**config.mk**
```make
export PLATFORM = sky130hd
export DESIGN_NAME = io_uart_tx_flat
export DESIGN_NICKNAME = d
export VERILOG_FILES = /design/src/rtl/io_uart_tx_if.sv /design/src/rtl/io_uart_tx.sv /design/src/flat_wrapper.sv
export SDC_FILE = /design/constraint.sdc
export NUM_CORES = 1
export LEC_CHECK = 0
export ABC_AREA = 1
export ABC_CLOCK_PERIOD_IN_PS = 6250
export CAP_MARGIN = 0
export CORE_MARGIN = 4
export CORE_UTILIZATION = 45
export CTS_BUF_LIST = sky130_fd_sc_hd__clkbuf_4
export CTS_CLUSTER_SIZE = 20
export DETAILED_ROUTE_END_ITERATION = 12
export GPL_TIMING_DRIVEN = 0
export HOLD_SLACK_MARGIN = 0.1
export PLACE_DENSITY = 0.67
export SLEW_MARGIN = 20
export SYNTH_ARGS = -nofsm -noshare
export SYNTH_HDL_FRONTEND = slang
export SYNTH_SLANG_ARGS = --single-unit
```
**constraint.sdc**
```tcl
create_clock -name clk -period 6.25 [get_ports clk]
set_input_delay 1.5625 -clock clk [delete_from_list [all_inputs] [get_ports clk]]
set_output_delay 1.5625 -clock clk [all_outputs]
set_load 0.005 [all_outputs]
```
**src/rtl/io_uart_tx_if.sv**
```systemverilog
// io_uart_tx_if: CPU io bus bundle for the UART transmitter.
// The CPU side drives address/strobe/data; the UART returns read data.
interface io_uart_tx_if;
    logic [31:0] addr;
    logic        ce;
    logic        iow;
    logic [31:0] wdata;
    logic [31:0] rdata;

    modport master (
        output addr,
        output ce,
        output iow,
        output wdata,
        input  rdata
    );

    modport slave (
        input  addr,
        input  ce,
        input  iow,
        input  wdata,
        output rdata
    );
endinterface

```
**src/rtl/io_uart_tx.sv**
```systemverilog
// io_uart_tx: memory-mapped 8N1 UART transmitter.
// Byte FIFO, programmable baud divider and START/DATA/STOP shift FSM.
module io_uart_tx #(
    parameter logic [31:0] BASE       = 32'h0000_0100,
    parameter int          FIFO_DEPTH = 8,
    parameter logic [15:0] DIV_RESET  = 16'd868
) (
    input  logic        clk,
    input  logic        rst,
    io_uart_tx_if.slave bus,
    output logic        txd,
    output logic        irq
);

    localparam int AW = $clog2(FIFO_DEPTH);
    localparam int CW = AW + 1;
    localparam logic [CW-1:0] DEPTH_C = CW'(FIFO_DEPTH);

    typedef enum logic [1:0] {
        S_IDLE,
        S_START,
        S_DATA,
        S_STOP
    } state_t;

    state_t        r_state;
    state_t        w_state_nxt;

    logic [7:0]    r_mem [FIFO_DEPTH];
    logic [AW-1:0] r_wptr;
    logic [AW-1:0] r_rptr;
    logic [CW-1:0] r_count;
    logic [CW-1:0] w_count_nxt;
    logic          r_ovf;

    logic [15:0]   r_baud_div;
    logic [15:0]   r_bit_div;
    logic [15:0]   w_bit_div_nxt;
    logic [15:0]   r_baud_cnt;
    logic [15:0]   w_baud_cnt_nxt;
    logic [2:0]    r_bit_idx;
    logic [2:0]    w_bit_idx_nxt;
    logic [7:0]    r_shift;
    logic [7:0]    w_shift_nxt;
    logic          r_txd;
    logic          w_txd_nxt;
    logic          r_irq;
    logic          w_irq_nxt;

    logic          w_sel;
    logic          w_wr;
    logic          w_rd;
    logic [1:0]    w_off;
    logic          w_push_req;
    logic          w_push;
    logic          w_pop;
    logic          w_full;
    logic          w_empty;
    logic          w_busy;
    logic          w_bit_end;
    logic [15:0]   w_div_wr;
    logic [4:0]    w_count5;
    logic [31:0]   w_status;
    logic [31:0]   w_rdata;
    logic          w_unused;

    // Address decode and register-write qualifiers.
    assign w_sel      = bus.ce && (bus.addr[31:4] == BASE[31:4]);
    assign w_wr       = w_sel && bus.iow;
    assign w_rd       = w_sel && !bus.iow;
    assign w_off      = bus.addr[3:2];
    assign w_unused   = ^{bus.addr[1:0], bus.wdata[31:16]};

    // FIFO flags; full is judged on the pre-edge count.
    assign w_full     = (r_count == DEPTH_C);
    assign w_empty    = (r_count == '0);
    assign w_busy     = (r_state != S_IDLE);
    assign w_push_req = w_wr && (w_off == 2'd0);
    assign w_push     = w_push_req && !w_full;

    // Divider writes below 2 clamp to 2 so a bit always spans two clocks.
    assign w_div_wr   = (bus.wdata[15:0] < 16'd2) ? 16'd2
                                                  : bus.wdata[15:0];

    assign w_bit_end  = (r_baud_cnt == (r_bit_div - 16'd1));
    assign w_count5   = 5'(r_count);

    assign w_status   = {23'd0, w_count5, r_ovf, w_busy, w_empty, w_full};

    // Combinational read mux; zero unless this block is read.
    always_comb begin
        w_rdata = 32'h0;
        if (w_rd) begin
            unique case (w_off)
                2'd1:    w_rdata = w_status;
                2'd2:    w_rdata = {16'h0, r_baud_div};
                default: w_rdata = 32'h0;
            endcase
        end
    end

    assign bus.rdata = w_rdata;

    // FSM next state, pop request and shift datapath.
    always_comb begin
        w_state_nxt    = r_state;
        w_pop          = 1'b0;
        w_shift_nxt    = r_shift;
        w_bit_div_nxt  = r_bit_div;
        w_baud_cnt_nxt = r_baud_cnt;
        w_bit_idx_nxt  = r_bit_idx;
        unique case (r_state)
            S_IDLE: begin
                if (!w_empty) begin
                    w_pop          = 1'b1;
                    w_shift_nxt    = r_mem[r_rptr];
                    w_bit_div_nxt  = r_baud_div;
                    w_baud_cnt_nxt = 16'd0;
                    w_state_nxt    = S_START;
                end
            end
            S_START: begin
                if (w_bit_end) begin
                    w_baud_cnt_nxt = 16'd0;
                    w_bit_idx_nxt  = 3'd0;
                    w_state_nxt    = S_DATA;
                end else begin
                    w_baud_cnt_nxt = r_baud_cnt + 16'd1;
                end
            end
            S_DATA: begin
                if (w_bit_end) begin
                    w_baud_cnt_nxt = 16'd0;
                    w_shift_nxt    = {1'b0, r_shift[7:1]};
                    if (r_bit_idx == 3'd7) begin
                        w_state_nxt = S_STOP;
                    end else begin
                        w_bit_idx_nxt = r_bit_idx + 3'd1;
                    end
                end else begin
                    w_baud_cnt_nxt = r_baud_cnt + 16'd1;
                end
            end
            S_STOP: begin
                if (w_bit_end) begin
                    w_baud_cnt_nxt = 16'd0;
                    if (!w_empty) begin
                        w_pop         = 1'b1;
                        w_shift_nxt   = r_mem[r_rptr];
                        w_bit_div_nxt = r_baud_div;
                        w_state_nxt   = S_START;
                    end else begin
                        w_state_nxt   = S_IDLE;
                    end
                end else begin
                    w_baud_cnt_nxt = r_baud_cnt + 16'd1;
                end
            end
            default: w_state_nxt = S_IDLE;
        endcase
    end

    // Next serial level follows the state being entered.
    always_comb begin
        w_txd_nxt = 1'b1;
        unique case (w_state_nxt)
            S_START: w_txd_nxt = 1'b0;
            S_DATA:  w_txd_nxt = w_shift_nxt[0];
            default: w_txd_nxt = 1'b1;
        endcase
    end

    // Next FIFO occupancy and interrupt level.
    always_comb begin
        w_count_nxt = r_count;
        if (w_push && !w_pop) begin
            w_count_nxt = r_count + CW'(1);
        end else if (!w_push && w_pop) begin
            w_count_nxt = r_count - CW'(1);
        end
        w_irq_nxt = (w_count_nxt == '0) && (w_state_nxt == S_IDLE);
    end

    // FSM state register.
    always_ff @(posedge clk) begin
        if (rst) begin
            r_state <= S_IDLE;
        end else begin
            r_state <= w_state_nxt;
        end
    end

    // Shift datapath, baud counter and registered outputs.
    always_ff @(posedge clk) begin
        if (rst) begin
            r_shift    <= 8'h00;
            r_bit_div  <= DIV_RESET;
            r_baud_cnt <= 16'd0;
            r_bit_idx  <= 3'd0;
            r_txd      <= 1'b1;
            r_irq      <= 1'b1;
        end else begin
            r_shift    <= w_shift_nxt;
            r_bit_div  <= w_bit_div_nxt;
            r_baud_cnt <= w_baud_cnt_nxt;
            r_bit_idx  <= w_bit_idx_nxt;
            r_txd      <= w_txd_nxt;
            r_irq      <= w_irq_nxt;
        end
    end

    // FIFO pointers, count, overflow flag and baud divider register.
    always_ff @(posedge clk) begin
        if (rst) begin
            r_wptr     <= '0;
            r_rptr     <= '0;
            r_count    <= '0;
            r_ovf      <= 1'b0;
            r_baud_div <= DIV_RESET;
        end else begin
            r_count <= w_count_nxt;
            if (w_push) begin
                r_wptr <= r_wptr + AW'(1);
            end
            if (w_pop) begin
                r_rptr <= r_rptr + AW'(1);
            end
            if (w_wr && (w_off == 2'd1) && bus.wdata[3]) begin
                r_ovf <= 1'b0;
            end
            if (w_push_req && w_full) begin
                r_ovf <= 1'b1;
            end
            if (w_wr && (w_off == 2'd2)) begin
                r_baud_div <= w_div_wr;
            end
        end
    end

    // FIFO storage; contents are don't-care until written.
    always_ff @(posedge clk) begin
        if (w_push) begin
            r_mem[r_wptr] <= bus.wdata[7:0];
        end
    end

    assign txd = r_txd;
    assign irq = r_irq;

endmodule

```
**src/flat_wrapper.sv**
```systemverilog
// flat-port wrapper written by rule: the top's interface ports become plain ports
module io_uart_tx_flat 
#(
    parameter logic [31:0] BASE       = 32'h0000_0100,
    parameter int          FIFO_DEPTH = 8,
    parameter logic [15:0] DIV_RESET  = 16'd868
)
  (clk, rst, txd, irq, bus_addr, bus_ce, bus_iow, bus_wdata, bus_rdata);
  io_uart_tx_if bus_i ();
  input  logic clk;
  input  logic rst;
  output logic txd;
  output logic irq;
  input wire logic [$bits(bus_i.addr)-1:0] bus_addr;
  input wire logic [$bits(bus_i.ce)-1:0] bus_ce;
  input wire logic [$bits(bus_i.iow)-1:0] bus_iow;
  input wire logic [$bits(bus_i.wdata)-1:0] bus_wdata;
  output wire logic [$bits(bus_i.rdata)-1:0] bus_rdata;
  assign bus_i.addr = bus_addr;
  assign bus_i.ce = bus_ce;
  assign bus_i.iow = bus_iow;
  assign bus_i.wdata = bus_wdata;
  assign bus_rdata = bus_i.rdata;
  io_uart_tx #(.BASE(BASE), .FIFO_DEPTH(FIFO_DEPTH), .DIV_RESET(DIV_RESET)) u_core (.clk(clk), .rst(rst), .bus(bus_i), .txd(txd), .irq(irq));
endmodule
```
* Word-level counts from Yosys, hierarchy flattened
Memory sizes are Yosys's and may differ from the RTL's. A register that Yosys moved wholly into a read port is not among the register bits. Index checks and enable logic that the tools add are counted.
Storage, ports and cells: input port bits 68, RAM bits 64, flip-flop bits (word level) 74, memories 1
Memories:
- u_core.r_mem | depth 8, bits a word 8, rd ports 1, clocked after Yosys merged registers in 1, wr ports 1, line io_uart_tx.sv:29 | logic [7:0] r_mem [FIFO_DEPTH];
Cells by class: $lt $le $gt $ge 1, equality and inequality tests 16, mux-type cells 36, $add $sub $neg 7, reduce and logical (&&, ||, !) cells 30
Operators with widths (number):
- $pmux W16 S2 | 3
- $mux W16 | 5
- $mux W32 | 1
- $eq A28 B5 Y1 const B | 1
- $mux W8 | 3
- $pmux W8 S3 | 1
- $add A16 B1 Y16 const B | 1
- $eq A16 B16 Y1 | 1
- $lt A16 B2 Y1 const B | 1
- $sub A16 B1 Y16 const B | 1
- $mux W3 | 5
- $logic_and A1 B1 Y1 | 12
- $mux W2 | 5
- $add A3 B1 Y3 const B | 3
- $eq A2 B2 Y1 const B | 4
- $logic_not A4 Y1 | 2
- $mux W4 | 2
- $pmux W2 S4 | 1
- $reduce_bool A2 Y1 | 4
- $mux W1 | 7
- $eq A2 B1 Y1 const B | 3
- $logic_not A2 Y1 | 3
- $ne A2 B1 Y1 const B | 3
- $pmux W3 S2 | 1
- 12 further kinds | 17

* Depth between registers and ports, before layout
Gate-level depths: netlist (run 1).
word-level depth 11, depth in mapped cells 22, depth with buffers taken out 22

* Worst setup path after synthesis (run 1)
OpenSTA, ideal clock, no wires.
path kind in2out, start input bus_addr[15], end output bus_rdata[0], stages 5, path buffers 0, arrival 2.557 ns, required time 4.688 ns, slack 2.130 ns, cell sequence or2_0 > nor4_1 > and2_1 > nand3_1 > a21oi_1
On the way: cells in the longest elaborated chain, start to end 4
RTL lines:
- start, declared | line flat_wrapper.sv:14 | input wire logic [$bits(bus_i.addr)-1:0] bus_addr;
- $eq A28 B5 Y1 | line io_uart_tx.sv:68 | assign w_sel = bus.ce && (bus.addr[31:4] == BASE[31:4]);
- $logic_and A1 B1 Y1 | line io_uart_tx.sv:68
- $logic_and A1 B1 Y1 | line io_uart_tx.sv:70 | assign w_rd = w_sel && !bus.iow;
- $mux W32 | line io_uart_tx.sv:93 | if (w_rd) begin
- end, declared | line flat_wrapper.sv:18 | output wire logic [$bits(bus_i.rdata)-1:0] bus_rdata;
No other way between the ends.

* Worst setup path after layout (run 1)
Ends and elaborated chain as after synthesis.

==> results of run 1 <==
worst max-delay path, cell delays in order:
cell and delay [ns]:
clkdlybuf4s50_1 0.41, or2_0 0.24, nor4_1 0.27, and2_1 0.22
nand3_1 0.24, a21oi_1 0.26, clkdlybuf4s50_1 0.56
cell families after synthesis:
| logic type | count (synthesis) |
|---|---|
| buf+inv | 135 |
| other cells | 1 |
| flops | 141 |
| fa+ha+maj | 17 |
| compound gates | 170 |
| xor+xnor | 23 |
| simple gates | 467 |
per-stage QoR:
stage / total power [mW] / instances / utilization [%] / hold slack [ns] / area, sq um
6_report: 2.87 / 1284 / 55.0 / 0.473 / 8870
5_1_grt: 3.08 / 1284 / 55.0 / 0.491 / 8870
4_1_cts: 2.87 / 1283 / 55.0 / 0.475 / 8860
3_5_place_dp: 2.23 / 1251 / 53.0 / 0.457 / 8540
3_3_place_gp: 2.22 / 1251 / 52.8 / 0.448 / 8510
2_1_floorplan: 1.92 / 969 / - / 0.434 / 7580
area by class of cell:
| class | instances | area [sq um] |
|---|---|---|
| antenna | 1 | 2.50 |
| fill | 1559 | 7250 |
| clock inverter | 14 | 183 |
| sequential | 141 | 3460 |
| clock buffer | 18 | 135 |
| timing repair buffer | 66 | 661 |
| multi-input combinational | 693 | 3580 |
| tap | 216 | 270 |
| buffer | 46 | 241 |
| inverter | 89 | 334 |
power groups by stage:
stage          Combinational, mW  Sequential [mW]  Clock, mW
2_1_floorplan              0.799             1.12          0
3_3_place_gp                1.07             1.14          0
3_5_place_dp                1.08             1.14          0
4_1_cts                     1.09             1.13      0.659
5_1_grt                     1.24             1.14      0.701
6_report                    1.09             1.13      0.651
layer usage:
| layer | up-vias | share of wire, % | routed length [um] |
|---|---|---|---|
| met2 | 203 | 44 | 8410 |
| li1 | 3389 | - | - |
| met5 | - | 0 | 0 |
| met1 | 3031 | 48 | 9230 |
| met3 | 25 | 6.9 | 1330 |
| met4 | 0 | 1.8 | 340 |
registers in the layout, summed over array words and instances (netlist names), named ones only:
register           count
u_core.r_mem          64
u_core.r_baud_cnt     16
u_core.r_baud_div     16
u_core.r_bit_div      16
u_core.r_shift         8
u_core.r_count         4
u_core.r_bit_idx       3
u_core.r_rptr          3
u_core.r_wptr          3
u_core.r_state         2
u_core.irq             1
u_core.r_ovf           1
u_core.txd             1
cell usage after synthesis, types with 2 or more instances:
library cell,number,area (sq um)
nor4_1,10,62.6
a221o_1,4,40.0
a21oi_1,59,295
xnor2_1,8,70.1
o21ai_0,62,310
a211oi_1,3,22.5
nor2_4,3,33.8
nor2_2,8,50.1
nor2_1,132,495
o211ai_1,6,45.0
clkinv_1,2,7.51
dfxtp_1,77,1540
nand2_2,7,43.8
o22ai_1,5,31.3
inv_2,10,37.5
nand4_1,15,93.8
buf_4,17,128
a22oi_1,4,30.0
a31oi_1,4,25.0
buf_1,2,7.51
xor2_1,15,131
edfxtp_1,64,1920
buf_2,4,20.0
clkbuf_1,23,86.3
nand3_1,59,295
nand3_2,3,30.0
nand2_1,196,736
o21ai_1,5,25.0
o221ai_1,14,123
and2_1,4,25.0
ha_1,17,213
or2_2,4,25.0
nand2_4,4,45.0
inv_1,77,289
nor3_1,16,80.1
final timing paths:
path,endpoint,start,cells after the start
max,bus_rdata[0],bus_addr[15],7
min,u_core.r_shift[4]$_SDFFE_PP0P_,u_core.r_shift[4]$_SDFFE_PP0P_,2
max reg2reg,u_core.r_baud_cnt[10]$_SDFFE_PP0P_,u_core.r_count[0]$_SDFF_PP0_,9
min reg2reg,u_core.r_shift[4]$_SDFFE_PP0P_,u_core.r_shift[4]$_SDFFE_PP0P_,2
==> results.md, run 1 <==
- Status: finished clean
- Post-Synth Simple-Gate Area: 27.7%
- Mux contribution to synthesized area: 0%
- Largest family of logic cells by synthesized area: simple AND/OR/NAND/NOR gates
- Clk pwr share: 22.7%
- Final-report hold violation count: 0
- Number of global-route vias before repair: 5978
- Post-synthesis sequential area ratio: 46.1%
- Remaining Overflow, GRT: 0
- Reg-to-reg slack, setup: 3.44 ns
- Sinks on the clock net: 141
- M2 GR Usage: 31.8%
- I/O Pins: 102
- CTS Root Cell: clkbuf_4
- Synth Area in Compound Gates: 13.1%
- Setup crit end kind: output port
- Largest net degree at the start of global routing: 17
- Final Max Tran Viols: 0
- Post-CTS Hold Buffers: 0
- Unrepaired setup endpoints after global routing: no
- Peak supply drop: 0.185 mV
- Setup Skew: 0.0154 ns
- Final WS setup: 0.923 ns
- Power Internal: 1.70 mW
- Synth Area per Inst: 7.88 sq um
- Vias: 6648
- CTS tree: done
- Initial Util: 46.7%
- Clk slew on worst S/H paths: 0.12 ns
- Via/cell ratio: 5.18
- Layout cells sized above 1: 9.75%
- Comb power frac: 38.0%
- Fin crit period: 5.33 ns
- Total Wirelength: 19300 um
- Final period utilization: 85.2%
- Gate Count Post-Synth: 954
- Power share of the sequential group: 39.3%
- Longest Clk Path Bufs: 2
- Die X: 137 um
- Relative slew slack: 40.3%
- Warnings, synthesis: 0
- Worst-path fanout max: 8
- Worst-Margin Slew: 0.890 ns
- Fraction of registers with async set/reset: 0%
- Switch share: 40.7%
- DR pass1 iterations: 6
- DR WL/cell: 15.0 um
- ANT nets after route: 0
- Hold crit path type: reg -> reg
- Seq cells post-synth: 141
- Commonest cells after routing, fill and taps aside: 196 x nand2_1, 132 x nor2_1, 77 x inv_1, 77 x dfxtp_1, 66 x clkdlybuf4s50_1
- Kind of critical path: in -> out
- H-tree depth: 4
- Fmax: 188 MHz
- Met3 Use GR: 4.64%
- Row cnt: 46
- Drt drc: 0
- Arrival time at the worst endpoint: 3.76 ns
- Pleak: 3.39 nW
- First-pass GRT wire length: 30700 um
- Die height: 137 um
- Core box area: 0.0161 sq mm
- Post-DP HPWL: 14600 um
- EDFF count, synth: 64
- Clock buffer count from CTS: 17
- CTS resizes: 0
- Main synth FF type: dfxtp_1
- Synth Cell Area: 0.00752 sq mm
- Total track usage: 21.0%
- Worst slack, placed: 0.919 ns
- Iter 0 DRT Violations: 557
- Post-synthesis cell type count: 46
- Critical Path RT: 4.69 ns
- Routability cong.: 0.846
- Total setup buffers inserted after CTS: 0
- Area grow syn2layout: 17.9%
- Met1 GRT Util: 30.0%
- Final TNS setup: 0 ns
- Die area: 0.0188 sq mm
- Switching power: 1.17 mW
- Post-Synth XOR/XNOR Area: 2.68%
- Busiest layer in global routing: met2
- Worst-Skew Late Latency: 0.57 ns
- PortBufs: 66
- Initial antenna violation count: 1
- Pwr/cell area: 324 mW/mm^2
- Worst setup SP type: input port
- Layout Nets: 1139
- Max-cap viol count: 0
- Adder-cell share of the synthesized area: 2.83%
- Commonest non-fill, non-tap cell in the layout: nand2_1
- Final setup fails: 0
Note: power is estimated with default switching activity, not from simulation.
==> inputs of run 2 (changes only) <==
HOLD_SLACK_MARGIN = 0.08   (was 0.1)
==> results of run 2 <==
Same layout as run 1: the final DEF is identical, and so are final timing and power.
